## src/rtl/cpu_pkg.sv

```systemverilog
// cpu_pkg: shared constants and types for the pipelined MIPS CPU
package cpu_pkg;
  localparam logic [31:0] TEXT_BASE_ADDR = 32'h0000_3000;
  localparam logic [31:0] DATA_BASE_ADDR = 32'h0000_0000;
  localparam logic [31:0] NOP_INST       = 32'h0000_0000;
  typedef enum logic {RUN, HALT} fetch_state_e;
endpackage

```

## src/rtl/if_fetch_stage_if.sv

```systemverilog
// if_fetch_stage_if: fetch stage control, ROM port and observation bundle
interface if_fetch_stage_if #(parameter int IM_AW = 10);
  logic             stall;
  logic             redirect_valid;
  logic [31:0]      redirect_pc;
  logic [IM_AW-1:0] im_addr;
  logic [31:0]      im_rdata;
  logic [31:0]      IF_PC;
  logic [31:0]      ID_PC;
  logic [31:0]      id_inst;
  logic             id_valid;
  logic             fetch_fault;
  logic [31:0]      fetch_cnt;
  modport master (
    input  stall, redirect_valid, redirect_pc, im_rdata,
    output im_addr, IF_PC, ID_PC, id_inst, id_valid, fetch_fault, fetch_cnt
  );
  modport slave (
    output stall, redirect_valid, redirect_pc, im_rdata,
    input  im_addr, IF_PC, ID_PC, id_inst, id_valid, fetch_fault, fetch_cnt
  );
endinterface

```

## src/rtl/if_fetch_stage_if_id_reg.sv

```systemverilog
// if_id_reg: IF/ID pipeline register with load, hold and bubble controls
module if_id_reg
  import cpu_pkg::*;
(
  input  logic        clk,
  input  logic        rst,
  input  logic        load_i,
  input  logic        bubble_i,
  input  logic [31:0] pc_i,
  input  logic [31:0] inst_i,
  output logic [31:0] pc_o,
  output logic [31:0] inst_o,
  output logic        valid_o
);
  logic [31:0] pc_q, inst_q;
  logic        valid_q;
  // bubble wins over load; neither means hold
  always_ff @(posedge clk or posedge rst) begin
    if (rst) begin
      pc_q    <= '0;
      inst_q  <= NOP_INST;
      valid_q <= 1'b0;
    end else if (bubble_i) begin
      pc_q    <= '0;
      inst_q  <= NOP_INST;
      valid_q <= 1'b0;
    end else if (load_i) begin
      pc_q    <= pc_i;
      inst_q  <= inst_i;
      valid_q <= 1'b1;
    end
  end
  assign pc_o    = pc_q;
  assign inst_o  = inst_q;
  assign valid_o = valid_q;
endmodule

```

## src/rtl/if_fetch_stage.sv

```systemverilog
// if_fetch_stage: PC ownership, ROM addressing and IF/ID loading with stall, redirect and fault halt
module if_fetch_stage
  import cpu_pkg::*;
#(
  parameter logic [31:0] TEXT_BASE = TEXT_BASE_ADDR,
  parameter int          IM_DEPTH  = 1024,
  parameter int          IM_AW     = 10
) (
  input logic clk,
  input logic rst,
  if_fetch_stage_if.master bus
);
  fetch_state_e state_q;
  logic [31:0]  pc_q, pc_d, cnt_q, cnt_d, off, word;
  logic         fault_q, run, legal, mis, load, bubble, halt_d;
  // word index, legality and next-state selection in priority order
  always_comb begin
    off    = pc_q - TEXT_BASE;
    word   = {2'b00, off[31:2]};
    run    = state_q == RUN;
    legal  = pc_q[1:0] == 2'b00 && pc_q >= TEXT_BASE && word < 32'(IM_DEPTH);
    mis    = bus.redirect_pc[1:0] != 2'b00;
    halt_d = run && (bus.redirect_valid ? mis : !legal);
    bubble = !run || bus.redirect_valid || !legal;
    load   = run && !bus.redirect_valid && legal && !bus.stall;
    pc_d   = run && bus.redirect_valid && !mis ? bus.redirect_pc
           : load ? pc_q + 32'd4 : pc_q;
    cnt_d  = load ? cnt_q + 32'd1 : cnt_q;
  end
  // RUN/HALT state with PC, sticky fault and fetch counter; only rst leaves HALT
  always_ff @(posedge clk or posedge rst) begin
    if (rst) begin
      state_q <= RUN;
      pc_q    <= TEXT_BASE;
      fault_q <= 1'b0;
      cnt_q   <= '0;
    end else begin
      state_q <= halt_d ? HALT : state_q;
      fault_q <= fault_q || halt_d;
      pc_q    <= pc_d;
      cnt_q   <= cnt_d;
    end
  end
  if_id_reg u_if_id (
    .clk      (clk),
    .rst      (rst),
    .load_i   (load),
    .bubble_i (bubble),
    .pc_i     (pc_q),
    .inst_i   (bus.im_rdata),
    .pc_o     (bus.ID_PC),
    .inst_o   (bus.id_inst),
    .valid_o  (bus.id_valid)
  );
  assign bus.im_addr     = word[IM_AW-1:0];
  assign bus.IF_PC       = pc_q;
  assign bus.fetch_fault = fault_q;
  assign bus.fetch_cnt   = cnt_q;
endmodule

```

## src/flat_wrapper.sv

```systemverilog
// flat-port wrapper written by rule: the top's interface ports become plain ports
module if_fetch_stage_flat import cpu_pkg::*;
#(
  parameter logic [31:0] TEXT_BASE = TEXT_BASE_ADDR,
  parameter int          IM_DEPTH  = 1024,
  parameter int          IM_AW     = 10
)
  (clk, rst, bus_stall, bus_redirect_valid, bus_redirect_pc, bus_im_rdata, bus_im_addr, bus_IF_PC, bus_ID_PC, bus_id_inst, bus_id_valid, bus_fetch_fault, bus_fetch_cnt);
  if_fetch_stage_if #(.IM_AW(IM_AW)) bus_i ();
  input logic clk;
  input logic rst;
  input wire logic [$bits(bus_i.stall)-1:0] bus_stall;
  input wire logic [$bits(bus_i.redirect_valid)-1:0] bus_redirect_valid;
  input wire logic [$bits(bus_i.redirect_pc)-1:0] bus_redirect_pc;
  input wire logic [$bits(bus_i.im_rdata)-1:0] bus_im_rdata;
  output wire logic [$bits(bus_i.im_addr)-1:0] bus_im_addr;
  output wire logic [$bits(bus_i.IF_PC)-1:0] bus_IF_PC;
  output wire logic [$bits(bus_i.ID_PC)-1:0] bus_ID_PC;
  output wire logic [$bits(bus_i.id_inst)-1:0] bus_id_inst;
  output wire logic [$bits(bus_i.id_valid)-1:0] bus_id_valid;
  output wire logic [$bits(bus_i.fetch_fault)-1:0] bus_fetch_fault;
  output wire logic [$bits(bus_i.fetch_cnt)-1:0] bus_fetch_cnt;
  assign bus_i.stall = bus_stall;
  assign bus_i.redirect_valid = bus_redirect_valid;
  assign bus_i.redirect_pc = bus_redirect_pc;
  assign bus_i.im_rdata = bus_im_rdata;
  assign bus_im_addr = bus_i.im_addr;
  assign bus_IF_PC = bus_i.IF_PC;
  assign bus_ID_PC = bus_i.ID_PC;
  assign bus_id_inst = bus_i.id_inst;
  assign bus_id_valid = bus_i.id_valid;
  assign bus_fetch_fault = bus_i.fetch_fault;
  assign bus_fetch_cnt = bus_i.fetch_cnt;
  if_fetch_stage #(.TEXT_BASE(TEXT_BASE), .IM_DEPTH(IM_DEPTH), .IM_AW(IM_AW)) u_core (.clk(clk), .rst(rst), .bus(bus_i));
endmodule
```

## config.mk

```make
export PLATFORM = sky130hd
export DESIGN_NAME = if_fetch_stage_flat
export DESIGN_NICKNAME = d
export VERILOG_FILES = /design/src/rtl/cpu_pkg.sv /design/src/rtl/if_fetch_stage_if.sv /design/src/rtl/if_fetch_stage_if_id_reg.sv /design/src/rtl/if_fetch_stage.sv /design/src/flat_wrapper.sv
export SDC_FILE = /design/constraint.sdc
export NUM_CORES = 1
export LEC_CHECK = 0
export CORE_MARGIN = 2
export CORE_UTILIZATION = 40
export DETAILED_ROUTE_END_ITERATION = 7
export PLACE_DENSITY = 0.73
export SLEW_MARGIN = 25
export SYNTH_ARGS = -nofsm -noshare
export SYNTH_HDL_FRONTEND = slang
export SYNTH_SLANG_ARGS = --single-unit
```

## constraint.sdc

```tcl
create_clock -name clk -period 15.4 [get_ports clk]
set_input_delay 4.62 -clock clk [delete_from_list [all_inputs] [get_ports clk]]
set_output_delay 4.62 -clock clk [all_outputs]
set_load 0.02 [all_outputs]
```

After elaboration in Yosys (flattened, before gate mapping). Index checks and enable logic that the tools add are counted.

Flip-flop bits (word level): 131. ROM bits: 0. Bits in latches: 0. Output and inout bits: 140. Memories kept: 0. RAM bits: 0.

Div/mod/pow operators: 0. Shifts and indexed selects: 0. Muxes and demuxes: 9. Multiply operators: 0. Reductions and logical operators: 19. $lt $le $gt $ge: 2. Equality and inequality tests: 0. Add/subtract/negate cells: 3. Bitwise operators: 1.

Operators with widths (count): 32-bit two-way mux (6); 32-bit by 1-bit adder with 32-bit output, second input constant (1); 32-bit by 3-bit adder with 32-bit output, second input constant (1); 32-bit by 14-bit >= comparator with 1-bit output, second input constant (1); 32-bit by 14-bit subtractor with 32-bit output, second input constant (1); 30-bit by 11-bit < comparator with 1-bit output, second input constant (1); 1-bit logical AND (8); 2-bit nonzero test (3); 1-bit zero test (4); 1-bit logical OR (3); 1-bit two-way mux (3); 2-bit zero test (1); 1-bit inverter (1).

Logic depth before layout (Yosys ltp). Gate-level depths: netlist of the first run.

Depth in word-level cells: 7. Depth in mapped cells: 7.

Hierarchy. From an unflattened synthesis of the first run, not the netlist that was laid out.

Cells, all modules: 557. Area, all modules: 5926.9 µm².

Modules (own cells, without submodules): if_fetch_stage (cells an instance 347, area an instance 3286.9 µm², seq. area each 1654.1 µm², instances 1); if_id_reg (cells an instance 210, area an instance 2640.0 µm², seq. area each 1626.6 µm², instances 1).

Worst setup path before layout of the first run. No wires, ideal clock.

Path kind: input-to-reg. Start point: input port bus_stall. End point: register u_core.u_if_id.inst_q[15] (netlist: u_core.u_if_id.inst_o[15]). Data required time: 15.268 ns. Cell stages on the path: 5. Setup slack: 9.331 ns. Setup time: 0.132 ns. Arrival time: 5.937 ns. Path buffers: 3. Cells stage by stage: clkbuf_1 clkbuf_1 clkbuf_1 mux2i_1 nor2_1.

Longest elaborated chain between the ends: 3.

Ends and longest elaborated chain: start, declared (RTL line flat_wrapper.sv:12) `input wire logic [$bits(bus_i.stall)-1:0] bus_stall;`; 1-bit zero test (RTL line if_fetch_stage.sv:25) `load = run && !bus.redirect_valid && legal && !bus.stall;`; 1-bit logical AND (RTL line if_fetch_stage.sv:25); 2-bit nonzero test (no line); end signal, assigned (RTL line if_fetch_stage_if_id_reg.sv:29) `inst_q <= inst_i;`; end, declared (RTL line if_fetch_stage_if_id_reg.sv:15) `logic [31:0] pc_q, inst_q;`.

Every way passes these cells. A chain may end at the register's enable or synchronous reset.

Worst setup path in the final report of the first run.
Start point: input port bus_redirect_valid. End point: register u_core.pc_q[8] (netlist: u_core.bus.IF_PC[8]).

Longest elaborated chain between the ends: 5. Elaborated cells on any way between the ends: 8. Classes of those cells: mux (1); reduce/logical (7).

Ends and longest elaborated chain: start, declared (RTL line flat_wrapper.sv:13) `input wire logic [$bits(bus_i.redirect_valid)-1:0] bus_redirect_valid;`; 1-bit zero test (RTL line if_fetch_stage.sv:25); 1-bit logical AND (3 in a row) (RTL line if_fetch_stage.sv:25); 2-bit nonzero test (no line); end signal, assigned (RTL line if_fetch_stage.sv:40) `pc_q <= pc_d;`; end, declared (RTL line if_fetch_stage.sv:14) `logic [31:0] pc_q, pc_d, cnt_q, cnt_d, off, word;`.

Several ways; a longest one is shown, not always the timed one.

==> summary.md, run 1 <==
The period utilization is 43.75%. After detailed routing, the total wire length is 14780 um. For the via count of the first global-routing pass, the log shows 4580.

Walking the worst path, the cells encountered are clkdlybuf4s50_1 -> nor3_1 -> nand4_1 -> or3_1 -> buf_4 -> or4_1 -> a31oi_1. The post-synthesis async set-or-reset flop share works out to 100.0%. TritonCTS built the clock tree. In this run the clock root is driven by a sky130_fd_sc_hd__clkbuf_16. The effective utilization at floorplan was 40.70%. Based on the critical path, the design can be clocked at up to 148.4 MHz.

The quantity of I/O buffers inserted on ports is 207, and the detailed placement HPWL is 10450 um. The proportion of layout cells with a drive suffix above 1 was 6.784%. Across the VDD grid, the largest voltage drop is 0.06673 mV. The initialized floorplan defines 43 standard-cell rows. The wire length of the first global-routing pass is 23630 um. Synthesis handed over a netlist of 528 instances. Between clock sinks in the finished design, the worst skew comes to 0.01133 ns.

In the global route stage, met3 resource usage came out at 6.413%. Detailed-route vias per instance: 5.081. The depth of the worst register-to-register path is 6, and the number of nets in the layout is 795.

For this run the aggregate overflow at the end of global routing stands at 0. For this design, the CTS-stage hold fixing added 0 buffers. The slowest stage of the critical path is the sky130_fd_sc_hd__or4_1 cell. The critical path starts at bus_redirect_valid.

Setup repair after global routing left no endpoint under its margin. After detailed routing, the average wire length per cell comes to 16.11 um. The post-synthesis cell area came out at 0.005628 mm^2. The final critical-path required period works out to 6.738 ns. The run finished with clean final reports.

The required time at the worst-slack endpoint was 15.74 ns. Power spread over the standard cell area amounts to 92.74 mW/mm^2. The first TritonRoute pass finished after 5 iterations. Yosys mapped a number of flops with a built-in enable equal to 0. For the final hold violation count, the log shows 0. The number of antenna diodes in the final layout is 0. The buffer and inverter count on the worst path works out to 2.

The tools report the number of H-tree levels as 4. The logs give 0.01383 mm^2 for the area inside the core boundary and 0 ns for the setup TNS. The delay of the slowest critical-path stage came out at 0.51 ns. The die is 122.6 um wide. Most frequently used flop master after synthesis: sky130_fd_sc_hd__dfrtp_1.

The congestion estimate from routability-driven global placement came to 0.8933. The tools report the slack of the worst reg-to-reg path as 12.59 ns. The category of the worst setup path capture point was a register. Of the synthesized area, sequential elements account for 58.29%.

The tools report the number of nets with antenna violations after detailed routing as 0. After synthesis, the cell types taking the most area are sky130_fd_sc_hd__dfrtp_1, sky130_fd_sc_hd__mux2i_1, sky130_fd_sc_hd__nand2_1. The completed layout was analyzed and its total power is 774.9 uW. The capture point of the worst path is u_core.bus.IF_PC[8]. Clock latency on the worst-skew pair, taken at its later pin, is 0.41 ns. The routing usage on met2 was 31.35%. At the pin with the least slew margin, the transition time is 0.9715 ns.

The detailed router finished its first iteration with 387 violations. Setup violations remaining at the end of the flow were counted as 0. The min-delay analysis places its worst path in the category register to register.

The top cell family by delay on the critical path is simple AND/OR/NAND/NOR gates. The area share of the largest cell type after synthesis was 57.36%. The setup path with the least slack is of type input pin to register. The average instance in the mapped netlist occupies 10.66 um^2. Pin placement for this block handled 208 I/O pins.

The number of placed instances, taps included, is 884. The count of synthesis-stage warnings from yosys was 0; the count of placed standard cells in the final layout, fillers left out was 917. Max-cap violations in this run came to 0.

Data arrives at the worst endpoint at 7.07 ns. The clock passes through at most 2 buffers. The height of the die is 122.6 um, and the post-cts resize count is 0. The relative area change from synthesis to final layout came out at 48.47%. In this run the critical register-to-register path is captured at u_core.bus.IF_PC[8].

The global routing stage identified its most utilized layer as met2. Largest net degree at the start of global routing: 87. The max-slew violation count came out at 0. Global routing consumed, over all layers together, 20.27% of the routing resources.

After clock tree synthesis, the clock-pin slew on the worst setup and hold paths is 0.06 ns. After synthesis, the netlist uses 42 different library cells. The die covers 0.01503 mm^2.

Synthesis inferred 131 register bits. The biggest area contributor in the post-synthesis netlist is sky130_fd_sc_hd__dfrtp_1. The run gives 0 as the initial antenna violation count. The total clock buffers created by CTS came out at 17. For the met1 capacity usage during global routing, the log shows 27.40%.

The run gives 131 as the total number of clock tree sinks. The worst slew slack as a fraction of its limit was 35.23%. The tools report the startpoint of the worst-slack reg-to-reg timing path as u_core.bus.IF_PC[12]. The routed layout has 4659 vias.

The tools report the reported leakage power as 3.781 nW. The startpoint kind of the worst setup timing path is an input pin. Buffers added to address setup during post-CTS repair amount to 0.

When the netlist entered floorplanning its net count stood at 599. After detailed routing, the number of remaining DRC violations is 0. Of all nets on the critical path, the largest fanout is 47. The critical path crosses 7 cells after its start point.
## synth_stat cells (4+ instances only)
cell type and n:
sky130_fd_sc_hd__dfrtp_1 129, sky130_fd_sc_hd__nand2_1 76, sky130_fd_sc_hd__nor2_1 63, sky130_fd_sc_hd__mux2i_1 43, sky130_fd_sc_hd__and3_1 26, sky130_fd_sc_hd__xnor2_1 22, sky130_fd_sc_hd__clkbuf_1 21, sky130_fd_sc_hd__nand3_1 17
sky130_fd_sc_hd__nand4_1 14, sky130_fd_sc_hd__a21oi_1 12, sky130_fd_sc_hd__buf_4 10, sky130_fd_sc_hd__inv_1 10, sky130_fd_sc_hd__nor3_1 10, sky130_fd_sc_hd__xor2_1 10, sky130_fd_sc_hd__nor4_1 8, sky130_fd_sc_hd__o21a_1 6
sky130_fd_sc_hd__a31oi_1 5, sky130_fd_sc_hd__and2_1 4, sky130_fd_sc_hd__o21ai_0 4
## sequential cells by signal, summed over array words and instances (netlist names)
| name | count |
|---|---|
| u_core.bus.IF_PC | 32 |
| u_core.bus.fetch_cnt | 32 |
| u_core.u_if_id.valid_o | 1 |
| u_core.bus.fetch_fault | 1 |
| u_core.u_if_id.inst_o | 32 |
| u_core.u_if_id.pc_o | 32 |
| u_core.state_q | 1 |
## cell type report
| class | count | area, um^2 |
|---|---|---|
| clock buffer | 18 | 439.2 |
| clock inverter | 14 | 106.4 |
| sequential | 131 | 3281 |
| multi-input combinational | 352 | 2150 |
| tap | 180 | 225.2 |
| timing repair buffer | 212 | 2115 |
| fill | 1111 | 5472 |
| inverter | 10 | 40.04 |
## logic make-up after synthesis
logic type / Yosys count / share of synthesized area (%)
simple gates: 239 / 20.41
fa+ha+maj: 3 / 0.6670
mux: 45 / 8.048
xor+xnor: 32 / 4.980
buf+inv: 45 / 3.868
flops: 131 / 58.29
compound gates: 33 / 3.735
## worst min path at each step
| stage | to | start | cells past startpoint | slack (ns) |
|---|---|---|---|---|
| after floorplan | u_core.bus.IF_PC[13] | u_core.bus.IF_PC[13] | 2 | 0.52 |
| after global placement | u_core.bus.fetch_fault | u_core.bus.fetch_fault | 1 | 0.46 |
| after detailed placement | u_core.bus.fetch_fault | u_core.bus.fetch_fault | 1 | 0.46 |
| after CTS | u_core.bus.fetch_cnt[31] | u_core.bus.fetch_cnt[31] | 1 | 0.48 |
| after global routing | u_core.bus.fetch_fault | u_core.bus.fetch_fault | 1 | 0.48 |
| final | u_core.bus.fetch_cnt[31] | u_core.bus.fetch_cnt[31] | 1 | 0.47 |
## per-layer routing
metal / vias up / part of all wire (%)
li1: 2182 / -
met1: 2270 / 44
met2: 192 / 47
met3: 15 / 7.7
met4: 0 / 1.3
met5: - / 0
## metrics by stage
step | instance area (um^2) | hold WS, ns | utilization (%) | setup slack [ns]
floorplan | 5628 | 0.5194 | - | 7.286
global placement | 7789 | 0.4575 | 56.33 | 8.323
detailed placement | 7792 | 0.4638 | 56.36 | 8.279
CTS | 8338 | 0.4757 | 60.30 | 8.691
global route | 8356 | 0.4846 | 60.43 | 8.527
finish | 8356 | 0.4672 | 60.43 | 8.662
## placed cells by master (no fill, tap or decap), types with 2 or more instances in the layout
cell | netlist | routed
sky130_fd_sc_hd__a21oi_1 | 12 | 12
sky130_fd_sc_hd__a31oi_1 | 5 | 5
sky130_fd_sc_hd__and2_1 | 4 | 4
sky130_fd_sc_hd__and3_1 | 26 | 26
sky130_fd_sc_hd__and4_1 | 2 | 2
sky130_fd_sc_hd__buf_4 | 10 | 4
sky130_fd_sc_hd__buf_6 | 1 | 2
sky130_fd_sc_hd__clkbuf_16 | 0 | 17
sky130_fd_sc_hd__clkdlybuf4s50_1 | 0 | 206
sky130_fd_sc_hd__clkinv_2 | 0 | 2
sky130_fd_sc_hd__clkinv_4 | 0 | 2
sky130_fd_sc_hd__clkinvlp_4 | 0 | 7
sky130_fd_sc_hd__dfrtp_1 | 129 | 129
sky130_fd_sc_hd__dfstp_2 | 2 | 2
sky130_fd_sc_hd__ha_1 | 3 | 3
sky130_fd_sc_hd__inv_1 | 10 | 9
sky130_fd_sc_hd__inv_6 | 0 | 3
sky130_fd_sc_hd__mux2_2 | 2 | 2
sky130_fd_sc_hd__mux2i_1 | 43 | 43
sky130_fd_sc_hd__nand2_1 | 76 | 76
sky130_fd_sc_hd__nand2b_1 | 3 | 3
sky130_fd_sc_hd__nand3_1 | 17 | 17
sky130_fd_sc_hd__nand4_1 | 14 | 14
sky130_fd_sc_hd__nor2_1 | 63 | 62
sky130_fd_sc_hd__nor2_2 | 1 | 2
sky130_fd_sc_hd__nor2b_1 | 3 | 3
sky130_fd_sc_hd__nor3_1 | 10 | 9
sky130_fd_sc_hd__nor4_1 | 8 | 7
sky130_fd_sc_hd__nor4_2 | 2 | 3
sky130_fd_sc_hd__nor4bb_1 | 2 | 2
sky130_fd_sc_hd__o21a_1 | 6 | 6
sky130_fd_sc_hd__o21ai_0 | 4 | 4
sky130_fd_sc_hd__or3_1 | 3 | 3
sky130_fd_sc_hd__xnor2_1 | 22 | 22
sky130_fd_sc_hd__xor2_1 | 10 | 10
## power breakdown
group          switching (mW)  total, mW  internal [mW]
clock network           0.156      0.366          0.211
registers             0.00471      0.352          0.348
logic                  0.0267     0.0561         0.0295
Note: power is estimated with default switching activity, not from simulation.
==> run 2, diff against run 1 <==
--- a/config.mk
+++ b/config.mk
@@ -8,7 +8,7 @@
 export CORE_MARGIN = 2
 export CORE_UTILIZATION = 40
 export DETAILED_ROUTE_END_ITERATION = 7
-export PLACE_DENSITY = 0.73
+export PLACE_DENSITY = 0.76
 export SLEW_MARGIN = 25
 export SYNTH_ARGS = -nofsm -noshare
 export SYNTH_HDL_FRONTEND = slang
==> constraint.sdc (replaced) <==
create_clock -name clk -period 5.59 [get_ports clk]
set_input_delay 1.677 -clock clk [delete_from_list [all_inputs] [get_ports clk]]
set_output_delay 1.677 -clock clk [all_outputs]
set_load 0.02 [all_outputs]
==> summary.md, run 2 (synthesis results as in run 1) <==
Chip width: 122.6 um (unchanged). The power per standard cell area came out at 275.3 mW/mm^2 (was 92.74 mW/mm^2). The run gives 0.01503 mm^2 (unchanged) as the total die area. The endpoint of the worst hold-timing path is u_core.bus.fetch_cnt[22] (was u_core.bus.fetch_cnt[31]). The number of nets with antenna violations after detailed routing was 0 (unchanged); the final critical-path required period was 3.794 ns.

The tools report the largest net degree at the start of global routing as 71 (was 87). The run gives 0 (unchanged) as the max-cap check violation count. The logs give 208 (unchanged) for the number of ports placed on the die boundary and 4812 (was 4580) for the via count of the first global-routing pass.

The area inside the core boundary is 0.01383 mm^2 (unchanged), and the number of nets in the layout is 795 (unchanged). The count of final setup violators came out at 0 (unchanged). The height of the die came out at 122.6 um (unchanged). Number of vias in the routed layout: 4687 (was 4659).

The number of rows created at floorplan is 43 (unchanged), and the critical-path maximum fanout is 47 (unchanged). The path class of the lowest-slack min-delay path was register to register (unchanged). Setup repair after global routing left no endpoint under its margin. The tools report the setup TNS as 0 ns (unchanged). The max-slew violation count is 0 (unchanged), and the area of the multi-input gates is 0.002143 mm^2 (was 0.002150 mm^2). The category of the worst setup path capture point is a register (unchanged). Detailed-route vias per instance: 5.111 (was 5.081).

The worst hold path cell count works out to 1 (unchanged). The sequential cell area in the final layout was 0.003281 mm^2 (unchanged). TritonCTS built the clock tree. The quantity of I/O buffers inserted on ports is 207 (unchanged). The part of the total power dissipated in sequential elements was 41.8% (was 45.5%). The proportion of layout cells with a drive suffix above 1 is 6.242% (was 6.784%), and the switching share of power is 20.37% (was 24.14%). The total of hold buffers inserted after clock tree synthesis is 0 (unchanged), and the reported leakage power is 3.846 nW (was 3.781 nW). The final estimated routing congestion in global placement came out at 0.8697 (was 0.8933). The total overflow reported by the global router was 0 (unchanged).

The effective utilization at floorplan was 40.70% (unchanged). The depth of the worst register-to-register path was 6 (unchanged); the clock network latency to the later pin of the worst-skew pair was 0.41 ns (about the same). The worst path uses 67.86% of the clock period. The run finished with clean final reports.

Derived from the worst setup path, the maximum achievable clock frequency is 263.6 MHz. The required time at the worst-slack endpoint is 5.92 ns (was 15.74 ns), and the slack of the worst reg-to-reg path is 2.84 ns (was 12.59 ns). The initial antenna violation count was 0 (unchanged). The tools report the maximum clock insertion buffer count as 2 (unchanged). The detailed placement HPWL is 10540 um (was 10450 um). Worst slew slack as a fraction of its limit: 34.88% (was 35.23%).

The cell chosen for the clock root was sky130_fd_sc_hd__clkbuf_16 (unchanged). The most common cell after layout, fill and taps aside is sky130_fd_sc_hd__clkdlybuf4s50_1 (unchanged). For the number of H-tree levels, the log shows 4 (unchanged).

The logs give 4.12 ns (was 7.07 ns) for the worst endpoint data arrival time and 0 (unchanged) for the post-cts resize count. For the overall routed net length, the log shows 14920 um (was 14780 um). The relative area change from synthesis to final layout was 50.18% (was 48.47%); the initial DRC count was 326 (was 387). The number of antenna diodes is 0 (unchanged). The transition at the pin with the smallest max-transition slack works out to 0.9768 ns (was 0.9715 ns). The clock share of power was 51.5% (was 47.3%); the wire length of the first global-routing pass was 23980 um (was 23630 um).

Post-CTS clock slew at the launch and capture registers of the worst setup and hold paths: 0.05 ns (was 0.06 ns). The tools report the startpoint kind of the worst setup timing path as an input pin (unchanged). Most frequent cells in the layout: sky130_fd_sc_hd__clkdlybuf4s50_1, sky130_fd_sc_hd__dfrtp_1, sky130_fd_sc_hd__nand2_1 (unchanged). The run gives 0.1939 mV (was 0.06673 mV) as the peak supply drop. The number of detailed-route iterations in the first pass was 4 (was 5); the number of fill cells in the layout was 1126 (was 1111).

The run gives 17 (unchanged) as the total clock buffers created by CTS. The startpoint-to-endpoint class of the critical path was input pin to register (unchanged). The power dissipated by switching net loads came out at 474.0 uW (was 187.0 uW). The startpoint of the worst-slack reg-to-reg timing path is u_core.bus.IF_PC[12] (unchanged). The final hold violation count was 0 (unchanged); the aggregate global-route resource usage was 20.63% (was 20.27%).

The capture instance of the worst register-to-register path was u_core.bus.IF_PC[8] (unchanged). The run gives 0.007233 ns (was 0.01133 ns) as the worst-case clock skew. The buffers inserted during post-CTS setup optimization was 0 (unchanged); the total number of clock tree sinks was 131 (unchanged).

The worst-case hold slack is 0.4873 ns (was 0.4672 ns), and the internal cell power is 1.853 mW (was 587.9 uW). The detailed-route wire length per cell came out at 16.27 um (was 16.11 um). The tools report the hold path startpoint as u_core.bus.fetch_cnt[22] (was u_core.bus.fetch_cnt[31]).

The post-route DRC violation count came out at 0 (unchanged). The tools report the utilization of the core after routing as 61.13% (was 60.43%). The combinational power share came out at 6.7% (was 7.2%).
==> run 2: changes by cell type in the layout (fill, tap and decap cells not counted), moves of 2 or more <==
cell                         delta
sky130_fd_sc_hd__clkinvlp_4     -7
sky130_fd_sc_hd__bufinv_16      +5
sky130_fd_sc_hd__clkbuf_1       +3
sky130_fd_sc_hd__inv_6          -3
sky130_fd_sc_hd__buf_6          -2
sky130_fd_sc_hd__clkinv_2       +2
==> run 2: worst max-delay path, cell delays in order <==
cell,delay (ns)
sky130_fd_sc_hd__clkdlybuf4s50_1,0.48
sky130_fd_sc_hd__nor3_1,0.30
sky130_fd_sc_hd__nand4_1,0.30
sky130_fd_sc_hd__or3_1,0.40
sky130_fd_sc_hd__buf_4,0.27
sky130_fd_sc_hd__or4_1,0.51
sky130_fd_sc_hd__a31oi_1,0.17
==> run 2: cell type report <==
class	count	share of cell area, %
Tap cell	180	2.665
Multi-Input combinational cell	352	25.36
Timing Repair Buffer	212	25.08
Clock inverter	10	2.117
Inverter	10	0.4737
Clock buffer	22	5.492
Sequential cell	131	38.82
==> run 2: power by group through the flow <==
stage | combinational [mW] | clock, mW | sequential, mW
final | 0.156 | 1.20 | 0.972
after global routing | 0.169 | 1.27 | 0.973
after CTS | 0.158 | 1.22 | 0.972
after detailed placement | 0.158 | 0 | 0.988
after global placement | 0.155 | 0 | 0.987
after floorplan | 0.0641 | 0 | 0.994
==> run 2: per-layer routing <==
layer	track usage, %	vias to the layer above	part of all wire (%)
li1	-	2179	-
met1	26.30	2284	42
met2	33.19	199	49
met3	6.227	25	7.9
met4	7.759	0	1.8
met5	0	-	0
==> run 2: worst max-delay path by stage <==
stage | from | to | slack, ns | depth (start not counted)
3_3_place_gp | bus_redirect_valid | u_core.bus.IF_PC[8] | 1.48 | 7
5_1_grt | bus_redirect_valid | u_core.bus.IF_PC[8] | 1.71 | 7
6_report | bus_redirect_valid | u_core.bus.IF_PC[8] | 1.80 | 7
4_1_cts | bus_redirect_valid | u_core.bus.IF_PC[8] | 1.85 | 7
2_1_floorplan | rst | u_core.bus.IF_PC[0] | 0.42 | 1
3_5_place_dp | bus_redirect_valid | u_core.bus.IF_PC[8] | 1.43 | 7
==> run 2: metrics by stage <==
stage	setup WS, ns	area [um^2]	instances	power [mW]
floorplan	0.4186	5628	528	1.058
finish	1.796	8452	917	2.327
global placement	1.479	7804	885	1.142
global route	1.710	8452	917	2.408
CTS	1.851	8452	917	2.352
detailed placement	1.434	7809	885	1.146
